File: src/rtl/spi_flash_pkg.sv
// Shared constants and types for the SPI flash Wishbone reader.
// Frame layout: READ command, 24-bit address, 32 data bits.
package spi_flash_pkg;

    localparam logic [7:0] FLASH_CMD_READ = 8'h03;
    localparam int         SPI_FRAME_BITS = 64;
    localparam int         ADDR_BITS      = 24;

    typedef enum logic [1:0] {
        IDLE,
        SHIFT,
        GAP
    } state_t;

    // Flash bytes arrive lowest-address first; the bus word is little-endian.
    function automatic logic [31:0] le_word(input logic [31:0] w);
        return {w[7:0], w[15:8], w[23:16], w[31:24]};
    endfunction

endpackage

File: src/rtl/spi_clk_div.sv
// SCLK half-period divider producing one-cycle rise/fall strobes.
// Held cleared whenever it is not enabled.
module spi_clk_div #(
    parameter int CLK_DIV = 2
) (
    input  logic clk,
    input  logic rst,
    input  logic en,
    output logic rise_pulse,
    output logic fall_pulse
);

    localparam int CW = (CLK_DIV > 1) ? $clog2(CLK_DIV) : 1;

    logic [CW-1:0] cnt;
    logic          phase;
    logic          tick;

    assign tick       = en && (cnt == CW'(CLK_DIV - 1));
    assign rise_pulse = tick && !phase;
    assign fall_pulse = tick && phase;

    always_ff @(posedge clk) begin
        if (rst || !en) begin
            cnt   <= '0;
            phase <= 1'b0;
        end else if (tick) begin
            cnt   <= '0;
            phase <= ~phase;
        end else begin
            cnt   <= cnt + CW'(1);
        end
    end

endmodule

File: src/rtl/spi_flash_wb_reader.sv
// Read-only Wishbone classic slave fetching 32-bit words from SPI NOR flash.
// Each bus read becomes one mode-0 READ (0x03) transaction.
module spi_flash_wb_reader
    import spi_flash_pkg::*;
#(
    parameter int          CLK_DIV        = 2,
    parameter int          CS_HIGH_CYCLES = 4,
    parameter logic [23:0] FLASH_OFFSET   = 24'h000000
) (
    input  logic        wb_clk_i,
    input  logic        wb_rst_i,
    input  logic [31:0] wb_adr_i,
    input  logic [31:0] wb_dat_i,
    input  logic [3:0]  wb_sel_i,
    input  logic        wb_we_i,
    input  logic        wb_cyc_i,
    input  logic        wb_stb_i,
    output logic [31:0] wb_dat_o,
    output logic        wb_ack_o,
    output logic        wb_err_o,
    output logic        spi_cs_n_o,
    output logic        spi_sclk_o,
    output logic        spi_mosi_o,
    input  logic        spi_miso_i
);

    localparam int GW = $clog2(CS_HIGH_CYCLES + 1);

    state_t                 state;
    state_t                 state_n;
    logic [63:0]            shreg;
    logic [31:0]            rx;
    logic [5:0]             bit_cnt;
    logic [GW-1:0]          gap_cnt;
    logic                   aborted;
    logic                   cs_n;
    logic                   sclk;
    logic                   mosi;
    logic                   ack;
    logic                   err;
    logic [31:0]            dat;
    logic                   rise_pulse;
    logic                   fall_pulse;
    logic [ADDR_BITS-1:0]   flash_addr;
    logic [63:0]            frame;
    logic                   wb_req;
    logic                   rd_req;
    logic                   wr_req;
    logic                   last_fall;
    logic                   gap_done;
    logic                   unused_ok;

    assign wb_req     = wb_cyc_i && wb_stb_i;
    assign rd_req     = wb_req && !wb_we_i && !ack && !err;
    assign wr_req     = wb_req && wb_we_i && !err;
    assign flash_addr = FLASH_OFFSET + {wb_adr_i[23:2], 2'b00};
    assign frame      = {FLASH_CMD_READ, flash_addr, 32'h0};
    assign last_fall  = fall_pulse && (bit_cnt == 6'(SPI_FRAME_BITS - 1));
    assign gap_done   = gap_cnt == GW'(CS_HIGH_CYCLES - 1);
    assign unused_ok  = ^{wb_dat_i, wb_sel_i, wb_adr_i[31:24],
                          wb_adr_i[1:0], shreg[63]};

    spi_clk_div #(
        .CLK_DIV (CLK_DIV)
    ) u_div (
        .clk        (wb_clk_i),
        .rst        (wb_rst_i),
        .en         (state == SHIFT),
        .rise_pulse (rise_pulse),
        .fall_pulse (fall_pulse)
    );

    always_ff @(posedge wb_clk_i) begin
        if (wb_rst_i) begin
            state <= IDLE;
        end else begin
            state <= state_n;
        end
    end

    always_comb begin
        state_n = state;
        unique case (state)
            IDLE:    if (rd_req)    state_n = SHIFT;
            SHIFT:   if (last_fall) state_n = GAP;
            GAP:     if (gap_done)  state_n = IDLE;
            default:                state_n = IDLE;
        endcase
    end

    always_ff @(posedge wb_clk_i) begin
        if (wb_rst_i) begin
            shreg   <= '0;
            rx      <= '0;
            bit_cnt <= '0;
            gap_cnt <= '0;
            aborted <= 1'b0;
            cs_n    <= 1'b1;
            sclk    <= 1'b0;
            mosi    <= 1'b0;
            ack     <= 1'b0;
            err     <= 1'b0;
            dat     <= '0;
        end else begin
            ack <= 1'b0;
            err <= 1'b0;
            unique case (state)
                IDLE: begin
                    if (rd_req) begin
                        shreg   <= frame;
                        mosi    <= frame[63];
                        cs_n    <= 1'b0;
                        sclk    <= 1'b0;
                        bit_cnt <= '0;
                        aborted <= 1'b0;
                    end else if (wr_req) begin
                        err <= 1'b1;
                    end
                end
                SHIFT: begin
                    // A dropped cycle still finishes the frame, just unacked.
                    if (!wb_req) aborted <= 1'b1;
                    if (rise_pulse) begin
                        sclk <= 1'b1;
                        if (bit_cnt[5]) rx <= {rx[30:0], spi_miso_i};
                    end
                    if (fall_pulse) begin
                        sclk    <= 1'b0;
                        bit_cnt <= bit_cnt + 6'd1;
                        shreg   <= {shreg[62:0], 1'b0};
                        mosi    <= shreg[62];
                        if (last_fall) begin
                            cs_n    <= 1'b1;
                            mosi    <= 1'b0;
                            gap_cnt <= '0;
                            if (wb_req && !aborted) begin
                                ack <= 1'b1;
                                dat <= le_word(rx);
                            end
                        end
                    end
                end
                GAP: begin
                    gap_cnt <= gap_cnt + GW'(1);
                end
                default: begin
                    cs_n <= 1'b1;
                end
            endcase
        end
    end

    assign wb_dat_o   = dat;
    assign wb_ack_o   = ack;
    assign wb_err_o   = err;
    assign spi_cs_n_o = cs_n;
    assign spi_sclk_o = sclk;
    assign spi_mosi_o = mosi;

endmodule

File: config.mk
export PLATFORM = sky130hd
export DESIGN_NAME = spi_flash_wb_reader
export DESIGN_NICKNAME = d
export VERILOG_FILES = /design/src/rtl/spi_flash_pkg.sv /design/src/rtl/spi_clk_div.sv /design/src/rtl/spi_flash_wb_reader.sv
export SDC_FILE = /design/constraint.sdc
export NUM_CORES = 1
export LEC_CHECK = 0
export CORE_ASPECT_RATIO = 1.5
export CORE_MARGIN = 2
export CORE_UTILIZATION = 41
export CTS_CLUSTER_SIZE = 28
export DETAILED_ROUTE_END_ITERATION = 16
export PLACE_DENSITY = 0.78
export SYNTH_ARGS = -nofsm -noshare
export SYNTH_HDL_FRONTEND = slang
export SYNTH_SLANG_ARGS = --single-unit
File: constraint.sdc
create_clock -name wb_clk_i -period 3.8 [get_ports wb_clk_i]
set_clock_uncertainty 0.1 [all_clocks]
set_input_delay 0.57 -clock wb_clk_i [delete_from_list [all_inputs] [get_ports wb_clk_i]]
set_output_delay 0.57 -clock wb_clk_i [all_outputs]
set_load 0.03 [all_outputs]
==> out/metrics.csv, run 1 <==
stage,metric,value,unit
clock_network,post-cts sizing count,0,
timing,period utilization,61.35,%
power,worst vdd rail ir drop,241.0,µV
floorplan,Top Ports,111,
worst_setup_path,cell chain of the critical path,clkdlybuf4s50_1 -> nor4_2 -> a21bo_2 -> a21oi_1 -> a211oi_1,
timing,number of setup violations in the final report,0,
power,Power per Cell Area,445.3,nW/µm²
status,status,completed,
worst_setup_path,cell with the biggest individual delay on the critical path,sky130_fd_sc_hd__a21bo_2,
clock_network,TritonCTS clock tree,yes,
final_layout,area occupied by multi-input gates,1882,µm²
floorplan,vertical die dimension,129.1,µm
worst_setup_path,maximum fanout along the worst path,51,
worst_setup_path,Critical Path End Type,flip-flop,
final_layout,Layout Utilization,52.20,%
final_layout,layout net count,594,
power,static leakage,1.899,nW
logic_synthesis,Async SR Flop Fraction,0,%
worst_setup_path,startpoint of the most critical register-to-register path,state[1],
clock_network,clock buffer depth,2,
final_layout,"most common cell after layout, fill and taps aside",sky130_fd_sc_hd__dfxtp_1,
worst_setup_path,crit path kind,in -> reg,
final_layout,total of fill cells in the finished design,927,
global_routing,initial antenna violation count,0,
timing,fmax,0.4290,GHz
worst_setup_path,CP required,3.96,ns
logic_synthesis,"FF+latch count, synth",112,
logic_synthesis,largest area contributor in the synthesized netlist,sky130_fd_sc_hd__dfxtp_1,
floorplan,starting density of the core,42.22,%
timing,final period demand of the worst path,2.331,ns
worst_setup_path,worst setup path startpoint,wb_we_i,
final_layout,"commonest cells after routing, fill and taps aside","112 x sky130_fd_sc_hd__dfxtp_1, 77 x sky130_fd_sc_hd__nand2_1, 71 x sky130_fd_sc_hd__nor2_1",
global_routing,global-route usage over all layers,15.37,%
routing,starting DRC count in detailed routing,154,
placed_design,detailed placement HPWL,5.619,mm
routing,routed via count divided by cell count,5.208,
logic_synthesis,number of warnings issued by yosys,0,
global_routing,first-pass GRT wire length,14.01,mm
placed_design,RD Place Congestion,0.7704,
worst_setup_path,startpoint types,input port,
timing,transition time at the pin with the least slew margin,1.079,ns
final_layout,Area Overhead vs Synth,23.63,%
global_routing,largest net degree at the start of global routing,62,
hold_path,startpoint of the tightest hold check path,spi_mosi_o,
global_routing,vias in the first global route,3093,
timing,unrepaired setup endpoints after global routing,no,
logic_synthesis,post-synth top area share,52.40,%
final_layout,antenna diode count,0,
worst_setup_path,Crit path arrival time,2.49,ns
logic_synthesis,cell area after technology mapping,4279,µm²
routing,average wire per cell in the routed design,12.90,µm
logic_synthesis,Synth Area per Inst,9.124,µm²
job,max-cap check violation count,0,
floorplan,die area,11290,µm²
logic_synthesis,number of enable flip-flop cells after synthesis,0,
worst_setup_path,stage delay of the slowest cell on the critical path,0.78,ns
final_layout,share of final-layout standard cells stronger than drive strength 1,5.556,%
hold_path,HP Class,reg -> reg,
placed_design,port buffer count,64,
routing,count of antenna-violating nets left after detailed routing,0,
routing,Remaining DRCs,0,
logic_synthesis,synthesized instance count,469,
clock_network,Sink Count,112,
clock_network,deepest level of the CTS H-tree,3,
timing,final count of hold timing violations,0,
final_layout,Seq. cell area,2242,µm²
floorplan,Rows,45,
logic_synthesis,prevailing post-synth register cell,sky130_fd_sc_hd__dfxtp_1,
logic_synthesis,share of synthesized area occupied by flip-flops and latches,52.40,%
routing,Total Routed Length,8.241,mm
logic_synthesis,syn_nets,546,
floorplan,Placeable Area,10130,µm²
floorplan,x dimension of the die,87.42,µm
clock_network,root buffer selected by CTS,sky130_fd_sc_hd__clkbuf_16,
power,total power of the final layout,0.002356,W
routing,first-pass iteration count of the detailed router,5,
routing,count of vias placed by the detailed router,3328,
clock_network,number of buffers created by CTS,9,
timing,max-slew violation count,0,
clock_network,clock transition at the registers of the reported paths,0.07,ns
global_routing,total congestion overflow after global routing,0,
logic_synthesis,largest cells by area after synthesis,"sky130_fd_sc_hd__dfxtp_1 52%, sky130_fd_sc_hd__mux2i_1 12%, sky130_fd_sc_hd__nand2_1 6.8%, sky130_fd_sc_hd__nor2_1 6.2%, sky130_fd_sc_hd__a21oi_1 5.7%",
clock_network,source-to-sink clock delay at the later pin of the worst-skew pair,0.34,ns
clock_network,CTS Hold Bufs,0,
logic_synthesis,unique cell type count in the Yosys netlist,35,
clock_network,number of setup buffers added after CTS,0,
timing,setup TNS after final layout,0,ns
timing,Max-Slew Margin vs Limit,28.07,%
-- cell families after synthesis --
logic type               count (synthesis)  synth area share, %
multiplexers                            53                12.40
XOR/XNOR                                 1               0.2047
buffers and inverters                   34                3.743
flip-flops                             112                52.40
AND/OR/NAND/NOR                        183                18.86
AO/OA/AOI/OAI                           83                11.52
adder cells (fa/ha/maj)                  3               0.8773
-- report_power, final --
| group | total [W] | internal (W) | switching [W] |
|---|---|---|---|
| Combinational | 0.000116 | 0.0000553 | 0.0000604 |
| Sequential | 0.00120 | 0.00119 | 0.0000115 |
| Clock | 0.00104 | 0.000619 | 0.000417 |
-- worst max-delay path, delay by kind of cell --
family                 cells  cell delay, ns
AO/OA/AOI/OAI              3            1.18
AND/OR/NAND/NOR            1            0.31
buffers and inverters      1            0.44
-- worst paths after layout --
kind	to	slack, ns	cells past startpoint
worst max-delay path	bit_cnt[4]	1.47	5
worst min-delay path	spi_mosi_o	0.36	2
worst max register to register	bit_cnt[4]	1.62	4
worst min register to register	spi_mosi_o	0.36	2
-- flip-flops by register name, indices dropped and copies added, names as in the netlist --
register / flops
wb_err_o: 1
wb_ack_o: 1
u_div.cnt: 1
spi_mosi_o: 1
spi_cs_n_o: 1
wb_dat_o: 32
bit_cnt: 6
aborted: 1
gap_cnt: 3
u_div.phase: 1
state: 2
shreg: 29
spi_sclk_o: 1
rx: 32
-- synth_stat cells, drive strengths merged (2+ instances only) --
cell	count
or3b	2
inv	3
nor2	71
o21ai	4
nand3b	2
nand2	77
buf	11
ha	3
a31oi	3
clkbuf	20
nand2b	4
nor4	2
nand3	4
a21oi	49
dfxtp	112
mux2i	53
a211oi	22
nor3	8
or3	4
or2	2
-- final cells by class --
cell class	instances	area share, %
sequential	112	42.38
multi-input combinational	323	35.57
timing repair buffer	68	12.63
clock buffer	11	4.778
tap	117	2.767
clock inverter	5	1.656
inverter	3	0.2129
-- metrics by stage --
step	cells	hold slack (ns)	worst slack, ns	cell area [µm²]
after detailed placement	623	0.3486	1.097	4950
final	639	0.3588	1.469	5290
after global placement	623	0.3400	1.183	4950
after floorplan	469	0.3353	1.982	4279
after CTS	639	0.3590	1.461	5290
after global routing	639	0.3843	1.289	5290
-- per-layer routing --
metal	up-vias	track usage [%]	part of all wire (%)
li1	1700	-	-
met1	1534	18.69	44
met2	84	26.16	50
met3	10	4.076	4.7
met4	0	5.068	1.3
met5	-	0	0
No activity file was read; power rests on OpenSTA's default activity.
==> inputs of run 2 (changes only) <==
--- a/config.mk
+++ b/config.mk
@@ -10,7 +10,7 @@
 export CORE_UTILIZATION = 41
 export CTS_CLUSTER_SIZE = 28
 export DETAILED_ROUTE_END_ITERATION = 16
-export PLACE_DENSITY = 0.78
+export PLACE_DENSITY = 0.81
 export SYNTH_ARGS = -nofsm -noshare
 export SYNTH_HDL_FRONTEND = slang
 export SYNTH_SLANG_ARGS = --single-unit
==> constraint.sdc (replaced) <==
create_clock -name wb_clk_i -period 2.1 [get_ports wb_clk_i]
set_clock_uncertainty 0.1 [all_clocks]
set_input_delay 0.315 -clock wb_clk_i [delete_from_list [all_inputs] [get_ports wb_clk_i]]
set_output_delay 0.315 -clock wb_clk_i [all_outputs]
set_load 0.03 [all_outputs]
==> run 2 against run 1 <==
Net effect: worst hold slack lost 0.067 ns; largest power group unchanged; combinational power is 93% higher; worst setup slack lost 1.3 ns; critical endpoint is now wb_dat_o[31].
==> out/metrics.csv, run 2 (same netlist as run 1, synthesis figures left out) <==
stage,metric,value,unit
floorplan,die area,11290,µm²
clock_network,root buffer selected by CTS,sky130_fd_sc_hd__clkbuf_16,
timing,period utilization,93.79,%
floorplan,vertical die dimension,129.1,µm
worst_setup_path,Critical Path End Type,flip-flop,
clock_network,TritonCTS clock tree,yes,
status,status,completed,
clock_network,CTS Hold Bufs,0,
global_routing,total congestion overflow after global routing,0,
global_routing,largest net degree at the start of global routing,64,
placed_design,detailed placement HPWL,5.857,mm
global_routing,first-pass GRT wire length,14.41,mm
routing,Total Routed Length,8.524,mm
routing,average wire per cell in the routed design,13.24,µm
timing,setup TNS after final layout,0,ns
clock_network,post-cts sizing count,0,
power,Power per Cell Area,773.4,nW/µm²
timing,final count of hold timing violations,0,
final_layout,Area Overhead vs Synth,25.06,%
worst_setup_path,crit path kind,reg -> reg,
routing,count of vias placed by the detailed router,3330,
final_layout,Seq. cell area,2242,µm²
final_layout,area occupied by multi-input gates,1882,µm²
routing,starting DRC count in detailed routing,191,
clock_network,deepest level of the CTS H-tree,3,
final_layout,Layout Utilization,52.80,%
clock_network,source-to-sink clock delay at the later pin of the worst-skew pair,0.35,ns
final_layout,number of standard cells in the final layout excluding fillers,644,
worst_setup_path,Crit path arrival time,2.08,ns
routing,first-pass iteration count of the detailed router,4,
power,static leakage,1.925,nW
job,max-cap check violation count,0,
timing,final period demand of the worst path,1.970,ns
final_layout,antenna diode count,0,
clock_network,number of buffers created by CTS,9,
timing,max-slew violation count,0,
worst_setup_path,maximum fanout along the worst path,32,
final_layout,share of final-layout standard cells stronger than drive strength 1,6.452,%
hold_path,HP Class,in -> reg,
final_layout,"commonest cells after routing, fill and taps aside","112 x sky130_fd_sc_hd__dfxtp_1, 77 x sky130_fd_sc_hd__nand2_1, 71 x sky130_fd_sc_hd__nor2_1",
global_routing,initial antenna violation count,0,
hold_path,number of cells traversed by the worst hold path,2,
final_layout,layout net count,599,
floorplan,starting density of the core,42.22,%
floorplan,x dimension of the die,87.42,µm
placed_design,port buffer count,64,
worst_setup_path,number of cell instances on the worst register-to-register path,6,
timing,fmax,0.5077,GHz
timing,transition time at the pin with the least slew margin,0.5855,ns
floorplan,Placeable Area,10130,µm²
routing,routed via count divided by cell count,5.171,
global_routing,vias in the first global route,3206,
worst_setup_path,CP required,2.21,ns
placed_design,RD Place Congestion,0.7396,
timing,Max-Slew Margin vs Limit,60.88,%
floorplan,Rows,45,
clock_network,clock transition at the registers of the reported paths,0.07,ns
timing,unrepaired setup endpoints after global routing,no,
timing,number of setup violations in the final report,0,
global_routing,global-route usage over all layers,15.91,%
routing,Remaining DRCs,0,
clock_network,number of setup buffers added after CTS,0,
worst_setup_path,startpoint types,flip-flop,
final_layout,total of fill cells in the finished design,962,
floorplan,Top Ports,111,
worst_setup_path,internal reg-to-reg setup slack,0.13,ns
clock_network,clock buffer depth,2,
final_layout,"most common cell after layout, fill and taps aside",sky130_fd_sc_hd__dfxtp_1,
placed_design,Cells after DPL,628,
clock_network,Sink Count,112,
power,worst vdd rail ir drop,522.1,µV
routing,count of antenna-violating nets left after detailed routing,0,
-- run 2: changes by cell type in the layout (fill, tap and decap cells not counted) --
cell                        change
sky130_fd_sc_hd__buf_12         +4
sky130_fd_sc_hd__clkinv_4       +1
sky130_fd_sc_hd__buf_4          +1
sky130_fd_sc_hd__bufinv_16      -1
sky130_fd_sc_hd__clkbuf_8       -2
sky130_fd_sc_hd__inv_8          -1
sky130_fd_sc_hd__inv_6          +2
sky130_fd_sc_hd__clkinv_8       +1
-- run 2: layout make-up --
class / instances / share of cell area, %
multi-input combinational: 323 / 35.16
tap: 117 / 2.736
timing repair buffer: 73 / 14.12
inverter: 3 / 0.2104
sequential: 112 / 41.90
clock buffer: 9 / 4.209
clock inverter: 7 / 1.660
-- run 2: critical path, stage by stage (launching register included) --
cell	delay [ns]
sky130_fd_sc_hd__dfxtp_1	0.39
sky130_fd_sc_hd__ha_1	0.21
sky130_fd_sc_hd__nand3_1	0.18
sky130_fd_sc_hd__nor4_4	0.37
sky130_fd_sc_hd__buf_12	0.27
sky130_fd_sc_hd__mux2i_1	0.24
sky130_fd_sc_hd__nor2_1	0.06
-- run 2: stage by stage --
step,power [W],worst slack (ns),cell area (µm²),hold WS (ns)
2_1_floorplan,0.002356,0.2821,4279,0.3353
3_3_place_gp,0.002443,0.1056,5037,0.3398
3_5_place_dp,0.002453,0.05477,5037,0.3496
4_1_cts,0.004183,0.1281,5351,0.2883
5_1_grt,0.004301,0.002429,5351,0.3053
6_report,0.004139,0.1304,5351,0.2918
-- run 2: per-layer routing --
metal | routed length [µm] | vias to the layer above | track usage, %
met5 | 0 | - | 0
met4 | 155 | 0 | 6.516
met3 | 281 | 11 | 3.121
met2 | 4440 | 72 | 27.99
met1 | 3646 | 1545 | 18.65
li1 | - | 1702 | -
-- run 2: path summary, 6_finish.rpt --
path / to / start
setup reg to reg: wb_dat_o[31] / bit_cnt[0]
hold / removal: bit_cnt[0] / wb_rst_i
hold reg to reg: rx[31] / rx[31]
setup / recovery: wb_dat_o[31] / bit_cnt[0]
-- run 2: power breakdown --
group          internal, W  switching [W]  total [W]
sequential         0.00216      0.0000218    0.00218
clock             0.000948       0.000788    0.00174
combinational     0.000112       0.000113   0.000224
==> inputs of run 3 (changes only) <==
--- a/config.mk
+++ b/config.mk
@@ -11,6 +11,7 @@
 export CTS_CLUSTER_SIZE = 28
 export DETAILED_ROUTE_END_ITERATION = 16
 export PLACE_DENSITY = 0.81
+export SLEW_MARGIN = 20
 export SYNTH_ARGS = -nofsm -noshare
 export SYNTH_HDL_FRONTEND = slang
 export SYNTH_SLANG_ARGS = --single-unit
==> results of run 3 <==
The final DEF is identical to that of run 2; final timing and power are the same.
